**config.mk**
```make
export PLATFORM = sky130hd
export DESIGN_NAME = fifo_flags
export DESIGN_NICKNAME = d
export VERILOG_FILES = /design/src/rtl/fifo_flags.sv
export SDC_FILE = /design/constraint.sdc
export NUM_CORES = 1
export LEC_CHECK = 0
export ABC_AREA = 1
export BUFFER_PORTS_ARGS = -buffer_cell sky130_fd_sc_hd__buf_2
export CAP_MARGIN = 20
export CORE_ASPECT_RATIO = 0.7
export CORE_MARGIN = 4
export CORE_UTILIZATION = 30
export DETAILED_ROUTE_END_ITERATION = 12
export PLACE_DENSITY = 0.53
export SYNTH_ARGS = -nofsm -noshare
export SYNTH_HDL_FRONTEND = slang
export SYNTH_SLANG_ARGS = --single-unit
```
**constraint.sdc**
```tcl
create_clock -name clk -period 2.39 [get_ports clk]
set_input_delay 0.478 -clock clk [delete_from_list [all_inputs] [get_ports clk]]
set_output_delay 0.478 -clock clk [all_outputs]
set_load 0.01 [all_outputs]
```
**src/rtl/fifo_flags.sv**
```systemverilog
// Synchronous FIFO with level flags and sticky overflow/underflow.
// Reset release is re-timed through two flops before operations resume.
module fifo_flags #(
  parameter int width    = 4,
  parameter int height   = 8,
  parameter int af_level = 6,
  parameter int ae_level = 2
) (
  input  logic                      clk,
  input  logic                      rst,
  input  logic                      write,
  input  logic                      read,
  input  logic                      flush,
  input  logic [width-1:0]          data_in,
  output logic [width-1:0]          data_out,
  output logic                      full,
  output logic                      empty,
  output logic                      almost_full,
  output logic                      almost_empty,
  output logic [$clog2(height):0]   count,
  output logic                      overflow,
  output logic                      underflow
);

  localparam int AW = $clog2(height);
  localparam int CW = AW + 1;
  localparam logic [CW-1:0] HEIGHT = CW'(height);
  localparam logic [CW-1:0] AF_LVL = CW'(af_level);
  localparam logic [CW-1:0] AE_LVL = CW'(ae_level);

  logic [width-1:0] mem [height];

  logic [1:0]       rst_sync_q;
  logic [AW-1:0]    wptr_q, wptr_d;
  logic [AW-1:0]    rptr_q, rptr_d;
  logic [CW-1:0]    count_q, count_d;
  logic [width-1:0] dout_q, dout_d;
  logic             ovf_q, ovf_d;
  logic             unf_q, unf_d;

  logic en;
  logic rd_ok;
  logic wr_ok;

  // Requests are ignored until release has passed both sync flops.
  assign en = rst_sync_q[1];

  assign full         = (count_q == HEIGHT);
  assign empty        = (count_q == '0);
  assign almost_full  = (count_q >= AF_LVL);
  assign almost_empty = (count_q <= AE_LVL);

  assign rd_ok = en && read && !empty && !flush;
  assign wr_ok = en && write && (!full || rd_ok) && !flush;

  always_comb begin
    wptr_d  = wptr_q;
    rptr_d  = rptr_q;
    count_d = count_q;
    dout_d  = dout_q;
    ovf_d   = ovf_q;
    unf_d   = unf_q;
    if (flush) begin
      wptr_d  = '0;
      rptr_d  = '0;
      count_d = '0;
      dout_d  = '0;
      ovf_d   = 1'b0;
      unf_d   = 1'b0;
    end else begin
      if (wr_ok) wptr_d = wptr_q + AW'(1);
      if (rd_ok) begin
        rptr_d = rptr_q + AW'(1);
        dout_d = mem[rptr_q];
      end
      unique case ({wr_ok, rd_ok})
        2'b10:   count_d = count_q + CW'(1);
        2'b01:   count_d = count_q - CW'(1);
        default: count_d = count_q;
      endcase
      if (en && write && !wr_ok) ovf_d = 1'b1;
      if (en && read && !rd_ok)  unf_d = 1'b1;
    end
  end

  always_ff @(posedge clk or negedge rst) begin
    if (!rst) begin
      rst_sync_q <= '0;
      wptr_q     <= '0;
      rptr_q     <= '0;
      count_q    <= '0;
      dout_q     <= '0;
      ovf_q      <= 1'b0;
      unf_q      <= 1'b0;
    end else begin
      rst_sync_q <= {rst_sync_q[0], 1'b1};
      wptr_q     <= wptr_d;
      rptr_q     <= rptr_d;
      count_q    <= count_d;
      dout_q     <= dout_d;
      ovf_q      <= ovf_d;
      unf_q      <= unf_d;
    end
  end

  always_ff @(posedge clk) begin
    if (wr_ok) mem[wptr_q] <= data_in;
  end

  assign data_out  = dout_q;
  assign count     = count_q;
  assign overflow  = ovf_q;
  assign underflow = unf_q;

endmodule

```
==> summary.txt, run 1 <==
Critical path
  • Worst path required time: between 2 and 3 ns
  • Crit path top cell by count: nand2_1
  • Crit-path slowest cell: dfrtp_1
  • R2r setup slk: ~0.3 ns
  • Crit-path max cell delay: about 0.5 ns
  • Type of origin of the critical path: register
  • Critical path type: register to register
  • Worst-path maximum fanout: 7
  • CP arrival: 2.29 ns
  • FF-to-FF End: count[3]
  • CP Capture Type: register
  • Reg2reg path depth: 13
  • RR Startpoint: count[1]
  • Critical path cell sequence: nor2_2 > nand2_4 > nand3_4 > nor2_1 > ha_1 > nand3_1 > nand3_1 > nand2_1 > nand2_1 > nand2_1 > nand2_1 > nand3_1 > nand2_1

Final layout
  • Layout cells sized above 1: 0.186
  • Fin util: 0.351
  • Number of diodes: 0
  • Area Growth Syn to Fin: 13.5%
  • Nets: around 260
  • Finished Layout Cells: 340

STA
  • Final setup fails: 0
  • Worst-Margin Slew: roughly 0.56 ns
  • FMAX: roughly 480 MHz
  • Period utilization: 0.875
  • Clock skew: roughly 0.011 ns
  • Final Hold Fails: 0
  • Final min period: around 2.1 ns
  • Setup TNS Final: 0 ns
  • Worst slew margin: 0.624
  • Fin. max-slew vios: 0
  • Worst hold slack: between 0.09 and 0.1 ns
  • RSZ-0062 raised after global routing: no

Floorplan
  • Core footprint: 0.00732 mm^2
  • Starting Density: 0.309
  • Cell row count: 26
  • Die H: around 80 um
  • Chip width: 112 um
  • Die area: 0.00902 mm^2
  • Top Ports: 23

Synthesis
  • Simple-gate share of the synthesized area: 0.203
  • Xor-xnor portion of the synthesized cell area: 0.00774
  • Mux cell area share after synthesis: 0
  • Post-Syn Nets: between 200 and 250
  • Largest family of logic cells by synthesized area: simple AND/OR/NAND/NOR gates
  • Synth Area in Adders: 0.0310
  • Number of distinct library cells after synthesis: 25
  • Yosys reg bits: 50
  • Synth Area in Compound Gates: 0.0868
  • Syn avg cell area: approximately 10 um^2
  • Post-Syn Area: 0.00226 mm^2
  • Cell count after synthesis: 216
  • Sequential element share of the synthesized area: 0.624
  • Synthesis warning total: 0

Pwr
  • Lkg Pwr: about 1.1 nW
  • Overall power: 1.90 mW
  • Peak VDD IR: ~0.0002 V
  • P per Cell Area: about 740 mW/mm^2

Hold path
  • HP Class: primary input to async pin

Detailed routing
  • DRT Pass-1 Iters: 4
  • Antenna Nets Post-Route: 0
  • Final wirelength: approximately 4700 um
  • DR vias: roughly 1600
  • Vias per cell: approximately 4.6
  • 1st-iter DRT viols: 79
  • # DRC: 0
  • WL/cell: approximately 14 um

Clocking
  • Htree depth: 2
  • CTS tree: done
  • Post-CTS Setup Bufs: 0
  • TritonCTS Buffers: 5
  • Worst skew pair latency: slightly above 0.3 ns
  • Max Root-Sink Buffers: 2
  • CTS Root Buffer Type: clkbuf_8
  • Clock sinks: 50
  • Hold Buf Count CTS: 0
  • CTS resizes: 0
  • Worst-path clk slew: 0.10 ns

GRT
  • Total grt overflow: 0
  • Largest net degree at the start of global routing: 19
  • First-pass GRT wire length: 7800 um
  • Number of global-route vias before repair: between 1000 and 1500
  • Initial antenna violation count: 0
  • GRT Util Overall: 0.115

Placed design
  • Final HPWL DP: 3410 um
  • IO buf count: 22
  • RePlAce Congestion: ~0.75
  • Inst Count DP: approximately 330

Outcome
  • Status: completed

Job
  • Max Cap Viol: 0
==> Yosys cell counts <==
cell,instances,area (um^2)
inv_1,15,56.3
o21a_1,2,15.0
conb_1,1,3.75
o211ai_1,8,60.1
dfrtp_1,18,450
nor2_2,2,12.5
nand2_2,2,12.5
a21oi_1,1,5.00
nand3_1,15,75.1
xor2_1,2,17.5
a31oi_1,1,6.26
nor2_8,1,20.0
edfxtp_1,32,961
nand4_1,3,18.8
fa_1,1,20.0
o21ai_0,17,85.1
ha_1,4,50.1
nor2_1,35,131
buf_4,1,7.51
inv_2,4,15.0
o21ai_1,5,25.0
nand2_1,37,139
buf_2,5,25.0
nand2_4,3,33.8
nand3_4,1,17.5
==> critical path, delay by kind of cell (launching register included) <==
family                     cells  cell delay (ns)
and+or+nand+nor               12             1.14
adders and majority gates      1             0.33
DFF                            1             0.50
==> per-layer routing <==
metal / up-vias / routed length, um / share of wire / global-route usage
met5: - / 0 / 0 / 0
met4: 0 / 79 / 0.017 / 0.0474
met3: 7 / 201 / 0.043 / 0.0301
met2: 28 / 2030 / 0.43 / 0.169
met1: 741 / 2400 / 0.51 / 0.160
li1: 777 / - / - / -
==> registers in the layout (all words and copies together), names as in the netlist <==
register,cells
mem,32
count,4
data_out,4
rptr_q,3
wptr_q,3
rst_sync_q,2
overflow,1
underflow,1
==> stage by stage <==
step	cell area, um^2	setup slack [ns]
finish	2570	0.298
global route	2570	0.0984
CTS	2570	0.313
detailed placement	2480	0.216
global placement	2480	0.332
floorplan	2260	0.520
==> where the power goes <==
group	switching [mW]	internal, mW	total, mW
clock	0.279	0.206	0.485
sequential	0.0592	0.961	1.02
combinational	0.258	0.142	0.399
total	0.596	1.31	1.90
==> cell usage in the layout (no fill, tap or decap), types with 2 or more instances in the layout <==
master and instances:
clkbuf_8 5, nor2_2 2, nand2_4 3, nand2_1 37, buf_2 22, o21a_1 2
xor2_1 2, nand2_2 2, buf_4 2, inv_2 4, nand4_1 3, ha_1 4
o211ai_1 8, o21ai_0 17, o21ai_1 5, inv_1 15, nor2_1 35, edfxtp_1 32
dfrtp_1 18, nand3_1 15
==> kinds of logic after synthesis <==
group,Yosys count
xor gates and xnor gates,2
buffers and inverters,25
and+or+nand+nor,99
adders and majority gates,5
DFF,50
other,1
AOI/OAI and AO/OA,34
==> worst max-delay path by stage <==
stage	start	end	slack, ns	cells past startpoint
5_1_grt	count[1]	count[3]	0.1	13
3_3_place_gp	read	count[3]	0.33	14
4_1_cts	count[0]	count[3]	0.31	13
6_report	count[1]	count[3]	0.30	13
3_5_place_dp	read	count[3]	0.22	14
2_1_floorplan	read	count[3]	0.52	13
==> cell type report <==
cell class                      count  area (um^2)
Clock buffer                        5         68.8
Clock inverter                      3         21.3
Fill cell                         752         4750
Inverter                           19         71.3
Multi-Input combinational cell    141          748
Sequential cell                    50         1410
Tap cell                           98          123
Timing Repair Buffer               24          125
Note: power is estimated with default switching activity, not from simulation.
==> inputs of run 2 (changes only) <==
--- a/config.mk
+++ b/config.mk
@@ -5,14 +5,15 @@
 export SDC_FILE = /design/constraint.sdc
 export NUM_CORES = 1
 export LEC_CHECK = 0
-export ABC_AREA = 1
 export BUFFER_PORTS_ARGS = -buffer_cell sky130_fd_sc_hd__buf_2
 export CAP_MARGIN = 20
+export CELL_PAD_IN_SITES_DETAIL_PLACEMENT = 0
+export CELL_PAD_IN_SITES_GLOBAL_PLACEMENT = 2
 export CORE_ASPECT_RATIO = 0.7
 export CORE_MARGIN = 4
 export CORE_UTILIZATION = 30
 export DETAILED_ROUTE_END_ITERATION = 12
-export PLACE_DENSITY = 0.53
+export PLACE_DENSITY = 0.67
 export SYNTH_ARGS = -nofsm -noshare
 export SYNTH_HDL_FRONTEND = slang
 export SYNTH_SLANG_ARGS = --single-unit
==> summary.txt, run 2 <==
Clocking
  • Worst skew pair latency: a little over 0.3 ns
  • Htree depth: 2
  • Max Root-Sink Buffers: 2
  • Worst-path clk slew: about 0.1 ns
  • Clock sinks: 50
  • CTS Root Buffer Type: clkbuf_8
  • Hold Buf Count CTS: 0
  • CTS tree: done
  • TritonCTS Buffers: 5

Floorplan
  • Chip width: approximately 110 um
  • Cell row count: 25
  • Die area: around 0.0087 mm^2
  • Starting Density: 0.316
  • Top Ports: 23
  • Die H: around 79 um
  • Core footprint: between 0.006 and 0.007 mm^2

STA
  • Period utilization: 0.945
  • Worst-Margin Slew: approximately 0.68 ns
  • Final setup fails: 0
  • Worst hold slack: about 0.087 ns
  • Final WS setup: between 0.1 and 0.15 ns
  • Final Hold Fails: 0
  • FMAX: around 440 MHz
  • Fin. max-slew vios: 0
  • RSZ-0062 raised after global routing: no
  • Worst slew margin: 0.546
  • Clock skew: 0.0143 ns
  • Final min period: roughly 2.3 ns
  • Setup TNS Final: 0 ns

Synthesis
  • Synthesis warning total: 0
  • Most instantiated cells after synthesis: 32 x edfxtp_1, 21 x nor2_1, 18 x dfrtp_1
  • Number of distinct library cells after synthesis: 40
  • Cell count after synthesis: about 150
  • Synth area leader: edfxtp_1
  • Synth async-reset ratio: 0.360
  • Sequential element share of the synthesized area: 0.647
  • EDFF count, synth: 32
  • Yosys reg bits: 50
  • Top cell type's share of synthesized area: 0.440
  • Post-Syn Nets: 166
  • Synth area leaders: edfxtp_1 44%, dfrtp_1 21%, mux4_2 8.3%
  • Most frequent cell after synthesis: edfxtp_1
  • Syn avg cell area: between 10 and 15 um^2
  • Post-Syn Area: approximately 0.0022 mm^2
  • Ys flop type: edfxtp_1

Final layout
  • Layout cells sized above 1: 0.366
  • # fillers: slightly below 700
  • Most flops, register: mem
  • Footprint of the multi-input gates: roughly 770 um^2
  • Sequential Area: approximately 0.0014 mm^2
  • Area Growth Syn to Fin: 20.7%
  • Most frequent cells in the layout: 32 x edfxtp_1, 22 x buf_2, 20 x nor2_1, 16 x dfrtp_1, 15 x buf_4
  • Nets: roughly 200
  • Number of diodes: 0
  • Commonest non-fill, non-tap cell in the layout: edfxtp_1
  • Max reg flops: 32

Placed design
  • Final HPWL DP: 3200 um
  • RePlAce Congestion: between 0.8 and 0.9
  • IO buf count: 22
  • Pre-CTS WS: around 0.052 ns

GRT
  • Largest net degree at the start of global routing: 19
  • Number of global-route vias before repair: between 1000 and 1500
  • Initial antenna violation count: 0
  • Total grt overflow: 0
  • First-pass GRT wire length: between 6000 and 7000 um
  • GRT Util Overall: 0.107

Detailed routing
  • WL/cell: 15.0 um
  • 1st-iter DRT viols: between 50 and 60
  • DR vias: ~1300
  • Final wirelength: around 4300 um
  • # DRC: 0
  • Vias per cell: roughly 4.7
  • DRT Pass-1 Iters: 4
  • Antenna Nets Post-Route: 0

Pwr
  • Clock power frac: 0.283
  • Peak VDD IR: between 0.0002 and 0.0003 V
  • Overall power: roughly 1.8 mW
  • Comb pwr share: 0.173
  • P_int: 1.30 mW
  • Sequential share of power: 0.543
  • Lkg Pwr: just over 1 nW
  • P_sw: between 400 and 500 uW
  • P per Cell Area: slightly below 700 mW/mm^2
  • Sw Ratio: 0.269

Critical path
  • Type of origin of the critical path: register
  • Worst-path maximum fanout: 7
  • Worst path required time: ~1.9 ns
  • Critical path type: register to primary output
  • CP arrival: around 1.8 ns
  • CP Capture Type: primary output

Outcome
  • Status: completed

Hold path
  • HP Class: primary input to async pin

Job
  • Max Cap Viol: 0
==> run 2: final timing paths <==
check / start / cells after the start / slack (ns) / endpoint
max reg2reg: count[0] / 8 / 0.17 / count[3]
max in group asynchronous: rst / 1 / 1.98 / count[1]
min reg2reg: rst_sync_q[0] / 0 / 0.38 / rst_sync_q[1]
min in group clk: rst_sync_q[0] / 0 / 0.38 / rst_sync_q[1]
min: rst / 1 / 0.09 / wptr_q[1]
max: count[1] / 5 / 0.13 / full
==> run 2: cell type report <==
cell class                      instances  share of cell area
Clock buffer                            5              0.0261
Clock inverter                          3             0.00950
Inverter                                4             0.00760
Multi-Input combinational cell         92               0.291
Sequential cell                        50               0.537
Tap cell                               94              0.0447
Timing Repair Buffer                   37              0.0846
==> run 2: per-stage QoR <==
| stage | cell area, um^2 | utilization | cells |
|---|---|---|---|
| floorplan | 2210 | - | 152 |
| global placement | 2510 | 0.363 | 276 |
| detailed placement | 2510 | 0.363 | 276 |
| CTS | 2600 | 0.376 | 284 |
| global route | 2630 | 0.381 | 285 |
| finish | 2630 | 0.381 | 285 |
==> run 2: power by group through the flow <==
stage	combinational [mW]	clock (mW)	sequential [mW]
after floorplan	0.174	0	0.999
after global placement	0.293	0	0.985
after detailed placement	0.296	0	0.986
after CTS	0.297	0.526	0.967
after global routing	0.336	0.561	0.971
final	0.308	0.504	0.968
==> run 2: logic make-up (layout without fill, tap and decap cells) <==
| kind of cell | count (synthesis) | after routing | synth area share |
|---|---|---|---|
| adders and majority gates | 5 | 5 | 0.0321 |
| buffers and inverters | 10 | 49 | 0.0241 |
| DFF | 50 | 50 | 0.647 |
| xor gates and xnor gates | 5 | 5 | 0.0201 |
| other | 1 | 1 | 0.00172 |
| AOI/OAI and AO/OA | 17 | 17 | 0.0579 |
| and+or+nand+nor | 53 | 53 | 0.119 |
| muxes | 11 | 11 | 0.0986 |
==> run 2: per-layer routing <==
layer	up-vias	track usage	wire, um
met3	8	0.0317	195
met1	665	0.148	2130
li1	636	-	-
met2	26	0.156	1890
met5	-	0	0
met4	0	0.0448	65
==> run 2: critical path: stages (launching register included) <==
cell and delay (ns):
dfrtp_2 0.41, buf_4 0.17, or4b_4 0.55, buf_4 0.17, inv_1 0.05, buf_2 0.12
==> run 2: timing repair <==
action	CTS	global route
setup buffers	0	1
endpoints found under the setup margin	0	2
resized for setup	0	4
